File: src/rtl/cfg_if.sv
// cfg_if: 4-bit-address / 8-bit-data four-phase configuration bus
interface cfg_if;
  logic       c_valid;
  logic [3:0] c_addr;
  logic [7:0] c_data;
  logic       c_ready;
  modport master(output c_valid, c_addr, c_data, input c_ready);
  modport slave(input c_valid, c_addr, c_data, output c_ready);
endinterface

File: src/rtl/cfg_master.sv
// cfg_master: assembles {C,addr},data byte frames into timeout-guarded four-phase config writes
module cfg_master #(
  parameter int TIMEOUT = 1024,
  parameter int GAP     = 4096
) (
  input  logic       clk,
  input  logic       rst,
  input  logic [7:0] rx_data,
  input  logic       rx_valid,
  cfg_if.master      bus,
  output logic       busy,
  output logic       done,
  output logic       err_timeout,
  output logic       err_frame,
  output logic       overrun
);
  localparam int MX = TIMEOUT > GAP ? TIMEOUT : GAP;
  localparam int W  = $clog2(MX) > 13 ? $clog2(MX) : 13;
  typedef enum logic [1:0] {IDLE, HDR, REQ, REL} state_t;
  state_t st;
  logic [W-1:0] cnt;
  logic t_last, g_last;
  assign t_last = cnt == W'(TIMEOUT - 1);
  assign g_last = cnt == W'(GAP - 1);
  always_ff @(posedge clk) begin
    if (rst) begin
      st          <= IDLE;
      cnt         <= '0;
      bus.c_valid <= 1'b0;
      bus.c_addr  <= '0;
      bus.c_data  <= '0;
      busy        <= 1'b0;
      done        <= 1'b0;
      err_timeout <= 1'b0;
      err_frame   <= 1'b0;
      overrun     <= 1'b0;
    end else begin
      done        <= 1'b0;
      err_timeout <= 1'b0;
      err_frame   <= 1'b0;
      overrun     <= 1'b0;
      cnt         <= &cnt ? cnt : cnt + 1'b1;
      case (st)
        IDLE: if (rx_valid) begin
          if (rx_data[7:4] == 4'hC) begin
            bus.c_addr <= rx_data[3:0];
            cnt        <= '0;
            busy       <= 1'b1;
            st         <= HDR;
          end else err_frame <= 1'b1;
        end
        HDR: if (rx_valid) begin
          bus.c_data  <= rx_data;
          bus.c_valid <= 1'b1;
          cnt         <= '0;
          st          <= REQ;
        end else if (g_last) begin
          err_frame <= 1'b1;
          busy      <= 1'b0;
          st        <= IDLE;
        end
        REQ: begin
          overrun <= rx_valid;
          // an acknowledge arriving on the final allowed cycle still wins over the timeout
          if (bus.c_ready || t_last) begin
            bus.c_valid <= 1'b0;
            done        <= bus.c_ready;
            err_timeout <= !bus.c_ready;
            cnt         <= '0;
            st          <= REL;
          end
        end
        REL: begin
          overrun <= rx_valid;
          if (!bus.c_ready || t_last) begin
            err_timeout <= bus.c_ready;
            busy        <= 1'b0;
            st          <= IDLE;
          end
        end
      endcase
    end
  end
endmodule

File: src/flat_wrapper.sv
// flat-port wrapper written by rule: the top's interface ports become plain ports
module cfg_master_flat 
#(
  parameter int TIMEOUT = 1024,
  parameter int GAP     = 4096
)
  (clk, rst, rx_data, rx_valid, busy, done, err_timeout, err_frame, overrun, bus_c_valid, bus_c_addr, bus_c_data, bus_c_ready);
  cfg_if bus_i ();
  input  logic clk;
  input  logic rst;
  input  logic [7:0] rx_data;
  input  logic rx_valid;
  output logic busy;
  output logic done;
  output logic err_timeout;
  output logic err_frame;
  output logic overrun;
  output wire logic [$bits(bus_i.c_valid)-1:0] bus_c_valid;
  output wire logic [$bits(bus_i.c_addr)-1:0] bus_c_addr;
  output wire logic [$bits(bus_i.c_data)-1:0] bus_c_data;
  input wire logic [$bits(bus_i.c_ready)-1:0] bus_c_ready;
  assign bus_c_valid = bus_i.c_valid;
  assign bus_c_addr = bus_i.c_addr;
  assign bus_c_data = bus_i.c_data;
  assign bus_i.c_ready = bus_c_ready;
  cfg_master #(.TIMEOUT(TIMEOUT), .GAP(GAP)) u_core (.clk(clk), .rst(rst), .rx_data(rx_data), .rx_valid(rx_valid), .bus(bus_i), .busy(busy), .done(done), .err_timeout(err_timeout), .err_frame(err_frame), .overrun(overrun));
endmodule
File: config.mk
export PLATFORM = sky130hd
export DESIGN_NAME = cfg_master_flat
export DESIGN_NICKNAME = d
export VERILOG_FILES = /design/src/rtl/cfg_if.sv /design/src/rtl/cfg_master.sv /design/src/flat_wrapper.sv
export SDC_FILE = /design/constraint.sdc
export NUM_CORES = 1
export LEC_CHECK = 0
export ABC_AREA = 1
export CORE_ASPECT_RATIO = 0.75
export CORE_MARGIN = 2
export CORE_UTILIZATION = 45
export CTS_BUF_LIST = sky130_fd_sc_hd__clkbuf_4 sky130_fd_sc_hd__clkbuf_8
export DETAILED_ROUTE_END_ITERATION = 6
export GPL_ROUTABILITY_DRIVEN = 1
export PLACE_DENSITY_LB_ADDON = 0.12
export SYNTH_ARGS = -nofsm -noshare
export SYNTH_HDL_FRONTEND = slang
export SYNTH_SLANG_ARGS = --single-unit
File: constraint.sdc
create_clock -name clk -period 2.14 [get_ports clk]
set_input_delay 0.428 -clock clk [delete_from_list [all_inputs] [get_ports clk]]
set_output_delay 0.428 -clock clk [all_outputs]
set_load 0.005 [all_outputs]
==> impl_metrics.csv <==
group,metric,value,unit
run_status,status,"finished, final reports clean",
sta,hold_viol,0,
grt,grt_pass1_wl,5620,um
clock_network,cts_buffers,5,
critical_path,crit_path_cell_trace,"ha_1 > nand2_2 > nor2_4 > nand2_4 > clkinv_4 > nand2_4 > nand2_4 > nand3_2 > o21ai_4 > buf_12 > nor2_1",
routing,wl_per_cell,11.2,um
grt,grt_pass1_vias,1257,
logic_synthesis,synth-simple-area-share,35.9,%
critical_path,endpoint_kind,"register",
sta,worstMarginPinSlew,0.346,ns
logic_synthesis,synth_top_family_by_area,"simple AND/OR/NAND/NOR gates",
routing,post-route-drc-count,0,
logic_synthesis,avgSynthCellArea,7.29,sq um
clock_network,cts.sinks,33,
grt,grt_usage,19.1,%
logic_synthesis,ys_warn_count,0,
pwr,p_leak,0.807,nW
routing,routed_wl,3260,um
placed_design,dpl_cell_area,1910,sq um
clock_network,clockBufferDepth,2,
sta,fin_crit_sh,83.4,%
critical_path,crit_required,2.31,ns
clock_network,post_cts_buffers,0,
grt,grt_max_degree,14,
finish,nNetsFinal,263,
routing,drtIter0Drc,85,
hold_path,hp-class,"reg -> reg",
floorplan,dieArea,3910,sq um
logic_synthesis,synth-seq-cells,33,
critical_path,ff2ff_setup_slack,0.35,ns
logic_synthesis,synth_area_leaders,"dfxtp_1 43%, nand2_1 11%, nor2_1 8.3%, inv_1 4.9%, nor2_2 4.5%",
clock_network,clk-insertion-delay-late,0.28,ns
critical_path,crit_slowest_cell,"dfxtp_1",
floorplan,die_h,54.6,um
placed_design,port_buffers,29,
floorplan,chipWidth,71.5,um
sta,fin_skew,0.00435,ns
critical_path,reg2reg_to,"u_core.cnt[1]$_SDFF_PP0_",
floorplan,num_io_pins,30,
grt,grt-ovfl-total,0,
logic_synthesis,synth_compound_area_share,9.59,%
logic_synthesis,synth_fp_nets,224,
pwr,irDropWorstVdd,0.478,mV
logic_synthesis,ys_seq_area_share,42.9,%
clock_network,h-tree-depth,2,
critical_path,critPathMaxFanout,13,
clock_network,cts.clk_slew.worst_paths,0.06,ns
critical_path,r2r_start,"u_core.cnt[0]$_SDFF_PP0_",
hold_path,min_from,"u_core.bus.c_data[5]$_SDFFE_PP0P_",
critical_path,cp_top_family,"simple AND/OR/NAND/NOR gates",
finish,area_growth,32.0,%
sta,drv_slew,0,
sta,fmax,0.560,GHz
sta,setup_tns,0,ns
critical_path,start_kind,"register",
logic_synthesis,synth.distinct_cells,28,
routing,vias,1390,
clock_network,cts_tree,"built",
sta,period_needed,1.79,ns
job,maxCapViolCount,0,
critical_path,cp_data_arrival_time,1.95,ns
clock_network,postCtsHoldBufs,0,
critical_path,critPathMaxStageDelay,0.45,ns
placed_design,place_congestion,0.824,
finish,drive_above_1_share,14.3,%
sta,setup_viol,0,
logic_synthesis,syn-cell-area,1540,sq um
logic_synthesis,synth_top_area_cell,"dfxtp_1",
routing,ant_nets,0,
critical_path,worstRegToRegCells,11,
logic_synthesis,synth-xor-area-share,3.41,%
critical_path,cpMostUsedCell,"nand2_4",
hold_path,whs_path_depth,2,
logic_synthesis,syn_inst,211,
floorplan,core,3290,sq um
floorplan,num_rows,18,
critical_path,path_buf_inv,2,
routing,first_pass_iters,4,
clock_network,clockRootBuffer,"clkbuf_8",
logic_synthesis,muxShareOfSynthArea,0,%
sta,rsz0062_at_grt,"false",
sta,relSlewSlack,76.7,%
pwr,p_per_area,917,nW/um^2
logic_synthesis,synthDominantCellAreaShare,42.9,%
placed_design,hpwl,2480,um
floorplan,start_util,46.8,%
logic_synthesis,synth-adder-area-share,0.813,%
grt,antenna_found_initial,0,
critical_path,critical_path_class,"reg -> reg",
finish,insertedDiodeCount,0,
finish,stdcell_area,2030,sq um
clock_network,cts-resized-gates,0,
hold_path,holdPathEnd,"u_core.bus.c_data[5]$_SDFFE_PP0P_",
routing,viasPerCell,4.78,
worst min-delay path: stages, from the launching register on:
cell and delay (ns):
dfxtp_1 0.31, nand2_1 0.06, a21oi_1 0.05
synth_stat cells:
cell / number
a32oi_1: 1
buf_8: 1
nor2_4: 1
o21ai_0: 9
clkbuf_1: 1
o21ai_1: 1
xnor2_1: 1
a21o_1: 1
ha_1: 1
inv_1: 20
nand2_1: 47
nand3_1: 10
o21ai_4: 1
a21oi_1: 13
nor2_2: 11
nor3_1: 5
inv_2: 2
xor2_1: 5
nand3b_1: 1
dfxtp_1: 33
nor2_1: 34
nand4_1: 2
nor4_1: 1
clkinv_1: 1
clkinv_4: 1
nand3_2: 2
nand2_2: 2
nand2_4: 3
final cells by class:
cell class	count	area (sq um)
well taps	40	50.0
clock buffers	7	90.1
fillers	305	1260
clock inverters	1	30.0
flip-flops and latches	33	661
inverters	24	95.1
multi-input cells	152	764
repair buffers	34	340
placed cells by master, fill, tap and decap left out, drive strengths merged, types with 2 or more instances in the layout:
| cell | instances |
|---|---|
| inv | 22 |
| clkdlybuf4s50 | 29 |
| o21ai | 11 |
| nor2 | 46 |
| nor3 | 5 |
| nand3 | 12 |
| clkinv | 2 |
| xor2 | 5 |
| a21oi | 13 |
| clkbuf | 7 |
| nand2 | 52 |
| dfxtp | 33 |
| nand4 | 2 |
| buf | 5 |
metrics by stage:
stage	hold slack (ns)	setup WS (ns)	instances	power [mW]	utilization, %
final	0.463	0.354	291	1.86	61.8
after CTS	0.464	0.352	291	1.88	61.8
after global placement	0.454	0.155	283	1.27	58.1
after detailed placement	0.456	0.112	283	1.27	58.1
after floorplan	0.455	0.534	211	1.08	-
after global routing	0.499	0.169	291	1.98	61.8
sequential cells by signal, indices dropped and copies added (netlist names), named ones only:
signal	flops
u_core.err_frame	1
u_core.err_timeout	1
u_core.bus.c_valid	1
u_core.overrun	1
u_core.bus.c_data	8
u_core.done	1
u_core.bus.c_addr	4
u_core.busy	1
u_core.st	1
u_core.cnt	13
power by group:
group | total, mW | switching [mW] | internal (mW)
Clock | 0.601 | 0.209 | 0.392
Sequential | 0.746 | 0.0613 | 0.685
Combinational | 0.514 | 0.278 | 0.236
Total | 1.86 | 0.549 | 1.31
worst max-delay path by stage:
stage                                      to                      from  cells past startpoint
detailed placement   u_core.cnt[1]$_SDFF_PP0_                rx_data[4]                      8
floorplan            u_core.cnt[7]$_SDFF_PP0_  u_core.cnt[0]$_SDFF_PP0_                     11
global placement    u_core.cnt[10]$_SDFF_PP0_                rx_data[4]                      8
global route         u_core.cnt[7]$_SDFF_PP0_  u_core.cnt[0]$_SDFF_PP0_                      9
finish               u_core.cnt[1]$_SDFF_PP0_  u_core.cnt[0]$_SDFF_PP0_                     11
CTS                  u_core.cnt[1]$_SDFF_PP0_  u_core.cnt[0]$_SDFF_PP0_                     11
kinds of logic after synthesis:
group                    after synthesis
AO/OA/AOI/OAI                         26
XOR/XNOR                               6
flip-flops                            33
buffers and inverters                 26
adder cells (fa/ha/maj)                1
AND/OR/NAND/NOR                      119
layer usage:
metal | GRT usage, % | part of all wire (%) | vias to the layer above
met4 | 6.60 | 0.46 | 0
met3 | 8.10 | 6.9 | 2
met2 | 25.3 | 38 | 38
met5 | 0 | 0 | -
met1 | 27.2 | 54 | 611
li1 | - | - | 739
No activity file was read; power rests on OpenSTA's default activity.
